--- config.mk ---
export PLATFORM = sky130hd
export DESIGN_NAME = key_event_decoder
export DESIGN_NICKNAME = d
export VERILOG_FILES = /design/src/rtl/key_event_decoder.sv
export SDC_FILE = /design/constraint.sdc
export NUM_CORES = 1
export LEC_CHECK = 0
export ABC_CLOCK_PERIOD_IN_PS = 2300
export BUFFER_PORTS_ARGS = -buffer_cell sky130_fd_sc_hd__buf_2
export CAP_MARGIN = 20
export CORE_UTILIZATION = 54
export DETAILED_ROUTE_END_ITERATION = 16
export PLACE_DENSITY = 0.74
export SLEW_MARGIN = 10
export SYNTH_ARGS = -nofsm -noshare
export SYNTH_HDL_FRONTEND = slang
export SYNTH_SLANG_ARGS = --single-unit
--- constraint.sdc ---
create_clock -name sclk -period 2.3 [get_ports sclk]
set_input_delay 0.69 -clock sclk [delete_from_list [all_inputs] [get_ports sclk]]
set_output_delay 0.69 -clock sclk [all_outputs]
set_load 0.03 [all_outputs]
--- src/rtl/key_event_decoder.sv ---
// Key gesture decoder: press/release, short/double click, long press and optional auto-repeat.
// Define KEY_REPEAT_EN to enable auto-repeat strobes while the key is held past T_LONG.
module key_event_decoder #(
    parameter logic [24:0] T_LONG   = 25'd20_000_000,
    parameter logic [24:0] T_DOUBLE = 25'd5_000_000,
    parameter logic [24:0] T_REPEAT = 25'd2_000_000
) (
    input  logic sclk,
    input  logic rst_n,
    input  logic key_n,
    output logic press_pulse,
    output logic release_pulse,
    output logic short_click,
    output logic double_click,
    output logic long_press,
    output logic repeat_pulse,
    output logic busy
);

    localparam logic [2:0] S_IDLE           = 3'd0;
    localparam logic [2:0] S_PRESSED        = 3'd1;
    localparam logic [2:0] S_LONG_HELD      = 3'd2;
    localparam logic [2:0] S_WAIT_SECOND    = 3'd3;
    localparam logic [2:0] S_SECOND_PRESSED = 3'd4;

    localparam logic [24:0] CNT_MAX = '1;

    logic        key_meta_p0;
    logic        key_sync_p1;
    logic        key_prev_p2;
    logic [1:0]  fill;
    logic        armed;
    logic        fall;
    logic        rise;

    logic [2:0]  state;
    logic [2:0]  state_nxt;
    logic [24:0] cnt;
    logic        cnt_clr;
    logic        press_nxt;
    logic        release_nxt;
    logic        short_nxt;
    logic        double_nxt;
    logic        long_nxt;
    logic        repeat_nxt;

    // Stage p0/p1: synchronizer; p2: delay flop for edge detection
    always_ff @(posedge sclk or negedge rst_n) begin
        if (!rst_n) begin
            key_meta_p0 <= 1'b1;
            key_sync_p1 <= 1'b1;
            key_prev_p2 <= 1'b1;
            fill        <= 2'b00;
            armed       <= 1'b0;
        end else begin
            key_meta_p0 <= key_n;
            key_sync_p1 <= key_meta_p0;
            key_prev_p2 <= key_sync_p1;
            fill        <= {fill[0], 1'b1};
            // fill[1] marks that key_sync_p1 now carries a sampled key level, not the reset value
            armed       <= armed | (key_sync_p1 & fill[1]);
        end
    end

    assign fall = key_prev_p2 & ~key_sync_p1 & armed;
    assign rise = ~key_prev_p2 & key_sync_p1;

    always_comb begin
        state_nxt   = state;
        cnt_clr     = 1'b0;
        press_nxt   = 1'b0;
        release_nxt = 1'b0;
        short_nxt   = 1'b0;
        double_nxt  = 1'b0;
        long_nxt    = 1'b0;
        repeat_nxt  = 1'b0;
        case (state)
            S_IDLE: begin
                if (fall) begin
                    state_nxt = S_PRESSED;
                    press_nxt = 1'b1;
                end
            end
            S_PRESSED: begin
                // Release is checked first so a tie with the long threshold stays a click
                if (rise) begin
                    state_nxt   = S_WAIT_SECOND;
                    release_nxt = 1'b1;
                end else if (cnt == T_LONG - 25'd1) begin
                    state_nxt = S_LONG_HELD;
                    long_nxt  = 1'b1;
                end
            end
            S_LONG_HELD: begin
                if (rise) begin
                    state_nxt   = S_IDLE;
                    release_nxt = 1'b1;
                end
`ifdef KEY_REPEAT_EN
                else if (cnt == T_REPEAT - 25'd1) begin
                    repeat_nxt = 1'b1;
                    cnt_clr    = 1'b1;
                end
`endif
            end
            S_WAIT_SECOND: begin
                if (fall) begin
                    state_nxt = S_SECOND_PRESSED;
                    press_nxt = 1'b1;
                end else if (cnt == T_DOUBLE - 25'd1) begin
                    state_nxt = S_IDLE;
                    short_nxt = 1'b1;
                end
            end
            S_SECOND_PRESSED: begin
                if (rise) begin
                    state_nxt   = S_IDLE;
                    release_nxt = 1'b1;
                    double_nxt  = 1'b1;
                end else if (cnt == T_LONG - 25'd1) begin
                    state_nxt = S_LONG_HELD;
                    long_nxt  = 1'b1;
                end
            end
            default: state_nxt = S_IDLE;
        endcase
    end

    // Stage p3: state, counter and registered strobes
    always_ff @(posedge sclk or negedge rst_n) begin
        if (!rst_n) begin
            state         <= S_IDLE;
            cnt           <= '0;
            press_pulse   <= 1'b0;
            release_pulse <= 1'b0;
            short_click   <= 1'b0;
            double_click  <= 1'b0;
            long_press    <= 1'b0;
        end else begin
            state         <= state_nxt;
            press_pulse   <= press_nxt;
            release_pulse <= release_nxt;
            short_click   <= short_nxt;
            double_click  <= double_nxt;
            long_press    <= long_nxt;
            if (state_nxt != state || cnt_clr)
                cnt <= '0;
`ifndef KEY_REPEAT_EN
            else if (state == S_LONG_HELD)
                cnt <= cnt;
`endif
            else if (state != S_IDLE && cnt != CNT_MAX)
                cnt <= cnt + 25'd1;
        end
    end

`ifdef KEY_REPEAT_EN
    always_ff @(posedge sclk or negedge rst_n) begin
        if (!rst_n)
            repeat_pulse <= 1'b0;
        else
            repeat_pulse <= repeat_nxt;
    end
`else
    assign repeat_pulse = 1'b0;
    logic unused_repeat;
    assign unused_repeat = repeat_nxt;
`endif

    assign busy = (state != S_IDLE);

endmodule
Word level (Yosys, flattened, before mapping)
Cells that the tools add are included.
{"block": "op_classes", "addsub": 1, "eq_ne": 9, "n_mux": 22, "bitwise_logic": 7, "n_reduce_logical": 8}
{"op": "25-bit 2-to-1 mux", "n": 3}
{"op": "25-bit by 1-bit adder with 25-bit output, second input constant", "n": 1}
{"op": "25-bit by 23-bit == test with 1-bit output, second input constant", "n": 1}
{"op": "25-bit == test, second input constant", "n": 1}
{"op": "25-bit inequality test, second input constant", "n": 1}
{"op": "3-bit 2-to-1 mux", "n": 7}
{"op": "3-bit one-hot mux with 5 select lines", "n": 1}
{"op": "1-bit 2-to-1 mux", "n": 11}
{"op": "3-bit by 2-bit == test with 1-bit output, second input constant", "n": 2}
{"op": "1-bit AND", "n": 4}
{"op": "2-bit OR reduction", "n": 2}
{"op": "3-bit by 1-bit == test with 1-bit output, second input constant", "n": 1}
{"op": "3-bit == test, second input constant", "n": 1}
{"op": "3-bit zero test", "n": 1}
{"op": "3-bit inequality test", "n": 1}
{"op": "3-bit nonzero test", "n": 1}
{"op": "3-bit OR reduction", "n": 1}
{"op": "2-bit inequality test, second input constant", "n": 1}
{"op": "1-bit NOT", "n": 2}
{"op": "2-bit AND reduction", "n": 1}
{"op": "2-bit nonzero test", "n": 1}
{"op": "1-bit logical AND", "n": 1}
{"op": "1-bit OR", "n": 1}
{"block": "word_totals", "ff_bits": 39}

Depth between registers and ports, before layout
{"block": "depth", "depth_word": 8, "depth_mapped": 8, "ltp_nobuf": 7}

Worst setup path after synthesis
No wires, ideal clock.
{"block": "synth_timing", "kind": "reg-to-reg", "from": "register cnt[8]", "to": "register cnt[0]", "arrival_ns": 2.009, "required_time_ns": 2.181, "slack_ns": 0.171, "stages_incl_launch_ff": 8, "path_buffers": 1, "period_less_slack_ns": 2.129, "cell_sequence": "dfrtp_1 -> or4_1 -> or4_4 -> o31ai_1 -> o211ai_1 -> nand3_2 -> buf_6 -> nor2_1"}
{"block": "synth_between", "elab_chain_len": 7, "elab_cells_between_ends": 15, "cone_classes": "5 x eq/ne; 7 x mux; 3 x reduce/logical"}
{"element": "start, declared", "line": "38", "source": "logic [24:0] cnt;"}
{"element": "start signal, assigned", "line": "150", "source": "cnt <= cnt;"}
{"element": "start signal, assigned", "line": "153", "source": "cnt <= cnt + 25'd1;"}
{"element": "25-bit == test or 25-bit by 23-bit == test with 1-bit output (tied branches)", "line": "89, 120, 110"}
{"element": "3-bit 2-to-1 mux (on tied branches)", "line": "89, 120, 110"}
{"element": "3-bit 2-to-1 mux (on tied branches)", "line": "116, 107, 86"}
{"element": "3-bit one-hot mux with 5 select lines", "line": "77", "source": "case (state)"}
{"element": "3-bit inequality test", "line": "146", "source": "if (state_nxt != state || cnt_clr)"}
{"element": "2-bit inequality test (no source line) or 2-bit nonzero test (tied branches)"}
{"element": "2-bit AND reduction (no source line)"}
Parallel ways exist; a longest one is shown, timed or not.
A chain may end at the register's enable or synchronous reset.

Final worst setup path
Same ends and word-level chain as after synthesis.

==> impl_results.md <==
- Commonest non-fill, non-tap cell in the layout: nor2_1
- EDFF count, synth: 0
- Vias per cell: around 5.9
- Final Core Density: between 60 and 70%
- Die area: ~4000 µm²
- First-pass GRT wire length: approximately 6.8 mm
- R2R Setup Slk: a little over 0.09 ns
- Non-Filler Instances: approximately 280
- Max-cap violations: 0
- RePlAce Congestion: slightly above 0.9
- Inserted Clock Buffers: 5
- Slew margin rel.: about 44%
- Multi-input gate area in the final layout: 1000 µm²
- Setup slack at placement: -0.000576 ns
- Max reg flops: 25
- Top flop regs: cnt x25, state x3, fill x2
- Most flops, register: cnt
- Tmin final: around 2.2 ns
- Drt wl/cell: around 14 µm
- CTS Hold Bufs: 0
- Async SR Flop Fraction: 100%
- Die width: about 63 µm
- Post-route ant nets: 0
- Vias in the first global route: 1482
- DR DRC count: 0
- Worst-path maximum fanout: 15
- CTS Sinks: 39
- Arr. time, crit path: around 2.4 ns
- Most used DFF post-synth: dfrtp_1
- Worst Setup End Kind: flop
- Share of layout cells above drive strength 1: between 10% and 20%
- First-pass iteration count of the detailed router: 4
- Clock skew: ~0.0056 ns
- Outcome: completed
- Gate Count Post-Synth: 216
- Io pins: 10
- Yosys cell types: 49
- Power density cells: 865 nW/µm²
- Placement Rows: 21
- Tcrit/Tclk final: between 90% and 100%
- Sequential Power Share: between 30% and 40%
- Leak: roughly 1.0 nW
- I/O Buffers: 8
- Most frequent cells in the layout: nor2_1, dfrtp_1, nand2_1
- Peak VDD IR: between 0.6 and 0.7 mV
- FF/Latch Area: ~1000 µm²
- Setup CP Type: flop to flop
- Worst EP required: 2.48 ns
- Ys Warns: 0
- Final hold vios: 0
- CTS Buffer Depth: 2
- Grt ovf: 0
- Area growth, synth to finish: 14.1%
- Mean Syn Cell Area: around 9.4 µm²
- CTS tree: yes
- Unrepaired setup endpoints after global routing: true
- Final HPWL DP: around 2.9 mm
- Final worst setup slack: ~0.091 ns
- FILL cells: about 290
- Worst-path clk slew: ~0.070 ns
- Max Freq: between 400 and 500 MHz
- TNS Setup: 0 ns
- Cell area after synthesis: 2030 µm²
- Slew Limit Fails: 0
- Nets@finish: 239
- Seq/Total Area, Yosys: between 40% and 50%
- Core ar.: 3470 µm²
- Synth Register Bits: 39
- Clock Power Share: around a quarter
- Die height: about 63 µm
- ANT cells: 0
- Initial DRC count: between 80 and 90
- Crit-path slowest cell: or4_1
- Largest net degree at the start of global routing: 40
- Critical path startpoint category: flop
- Internal: 1.32 mW
- Initial core utilization: 58.5%
- Via count: between 1500 and 2000
- Placed insts: 272
- Worst Tran Pin Value: roughly 0.84 ns
- CTS H-tree lvls: 2
- Worst min-delay path class: flop to flop
- CP Cell Sequence: or4_1 -> or4_4 -> o21ai_1 -> a32oi_1 -> nand3_2 -> buf_12 -> nor2_1
- Overall routing resource usage: 22.1%
- Setup Viol. Count Final: 0
- Detailed Route WL: 4.02 mm
- Clk root buf: clkbuf_8
- Clock latency on the worst-skew pair: 0.29 ns
- Sw power: ~0.7 mW
- Syn nets: 220
- Switch share: roughly a third
- Initial antenna violation count: 0
- Gate power share: between 30% and 40%
- Max stage delay on crit path: roughly 0.54 ns
worst paths after layout:
path	start	endpoint	depth (start not counted)
max in group asynchronous	rst_n	cnt[8]$_DFFE_PN0P_	1
max reg2reg	cnt[8]$_DFFE_PN0P_	cnt[0]$_DFFE_PN0P_	7
max	cnt[8]$_DFFE_PN0P_	cnt[0]$_DFFE_PN0P_	7
min in group asynchronous	rst_n	cnt[21]$_DFFE_PN0P_	1
min reg2reg	fill[0]$_DFF_PN0_	fill[1]$_DFF_PN0_	0
min	fill[0]$_DFF_PN0_	fill[1]$_DFF_PN0_	0
logic make-up (layout without fill, tap and decap cells):
family	count (synthesis)	count (layout)	synth area share, %
xor gates and xnor gates	22	22	9.50
and+or+nand+nor	114	114	28.9
buffers and inverters	12	32	3.27
adders and majority gates	1	1	0.617
AOI/OAI and AO/OA	25	25	8.58
DFF	39	39	48.3
muxes	1	1	0.494
other	2	2	0.370
synthesized netlist by cell type (all sizes together) (3+ instances only):
master | instances | area [µm²]
o21ai | 4 | 20.0
xnor2 | 5 | 43.8
a211oi | 4 | 35.0
buf | 5 | 40.0
and3 | 5 | 32.5
or4 | 3 | 26.3
a21oi | 4 | 20.0
nand3 | 13 | 70.1
and4 | 3 | 26.3
a31oi | 3 | 18.8
dfrtp | 36 | 901
clkbuf | 4 | 15.0
nor4 | 6 | 37.5
dfstp | 3 | 78.8
xor2 | 17 | 149
nand2 | 23 | 86.3
nand4 | 9 | 56.3
nor2 | 37 | 139
inv | 3 | 11.3
cell type report:
cell class              instances  share of cell area, %
repair buffers                 21                   7.03
well taps                      46                   2.49
multi-input cells             165                   43.4
clock buffers                   8                   4.32
flip-flops and latches         39                   42.3
inverters                       3                  0.486
per-stage QoR:
| stage | hold slack (ns) | instance area, µm² | power, mW |
|---|---|---|---|
| 6_report | 0.354 | 2310 | 2.00 |
| 5_1_grt | 0.360 | 2310 | 2.11 |
| 4_1_cts | 0.358 | 2290 | 2.01 |
| 3_5_place_dp | 0.342 | 2180 | 1.52 |
| 3_3_place_gp | 0.338 | 2180 | 1.50 |
| 2_1_floorplan | 0.331 | 2030 | 1.28 |
metal layers:
| metal | wire, µm | up-vias | GRT usage [%] |
|---|---|---|---|
| li1 | - | 799 | - |
| met1 | 1950 | 801 | 32.9 |
| met2 | 1790 | 50 | 30.6 |
| met3 | 206 | 7 | 4.89 |
| met4 | 72 | 0 | 9.38 |
| met5 | 0 | - | 0 |
repair_timing:
action,in CTS,in global routing
setup endpoints to repair,1,7
pin swaps,1,1
endpoints found under the hold margin,0,0
setup buffers,0,2
gates resized for setup,1,3
power by group through the flow:
stage,logic [mW],clock network [mW],registers (mW)
global placement,0.710,0,0.794
global route,0.792,0.525,0.793
finish,0.729,0.488,0.786
detailed placement,0.722,0,0.797
CTS,0.725,0.501,0.784
floorplan,0.483,0,0.792
critical path, delay by kind of cell, from the launching register on:
family | cells | cell delay [ns]
buffers and inverters | 1 | 0.15
flip-flops | 1 | 0.37
AO/OA/AOI/OAI | 2 | 0.35
AND/OR/NAND/NOR | 4 | 1.20
Power figures use the tool's default switching activity.
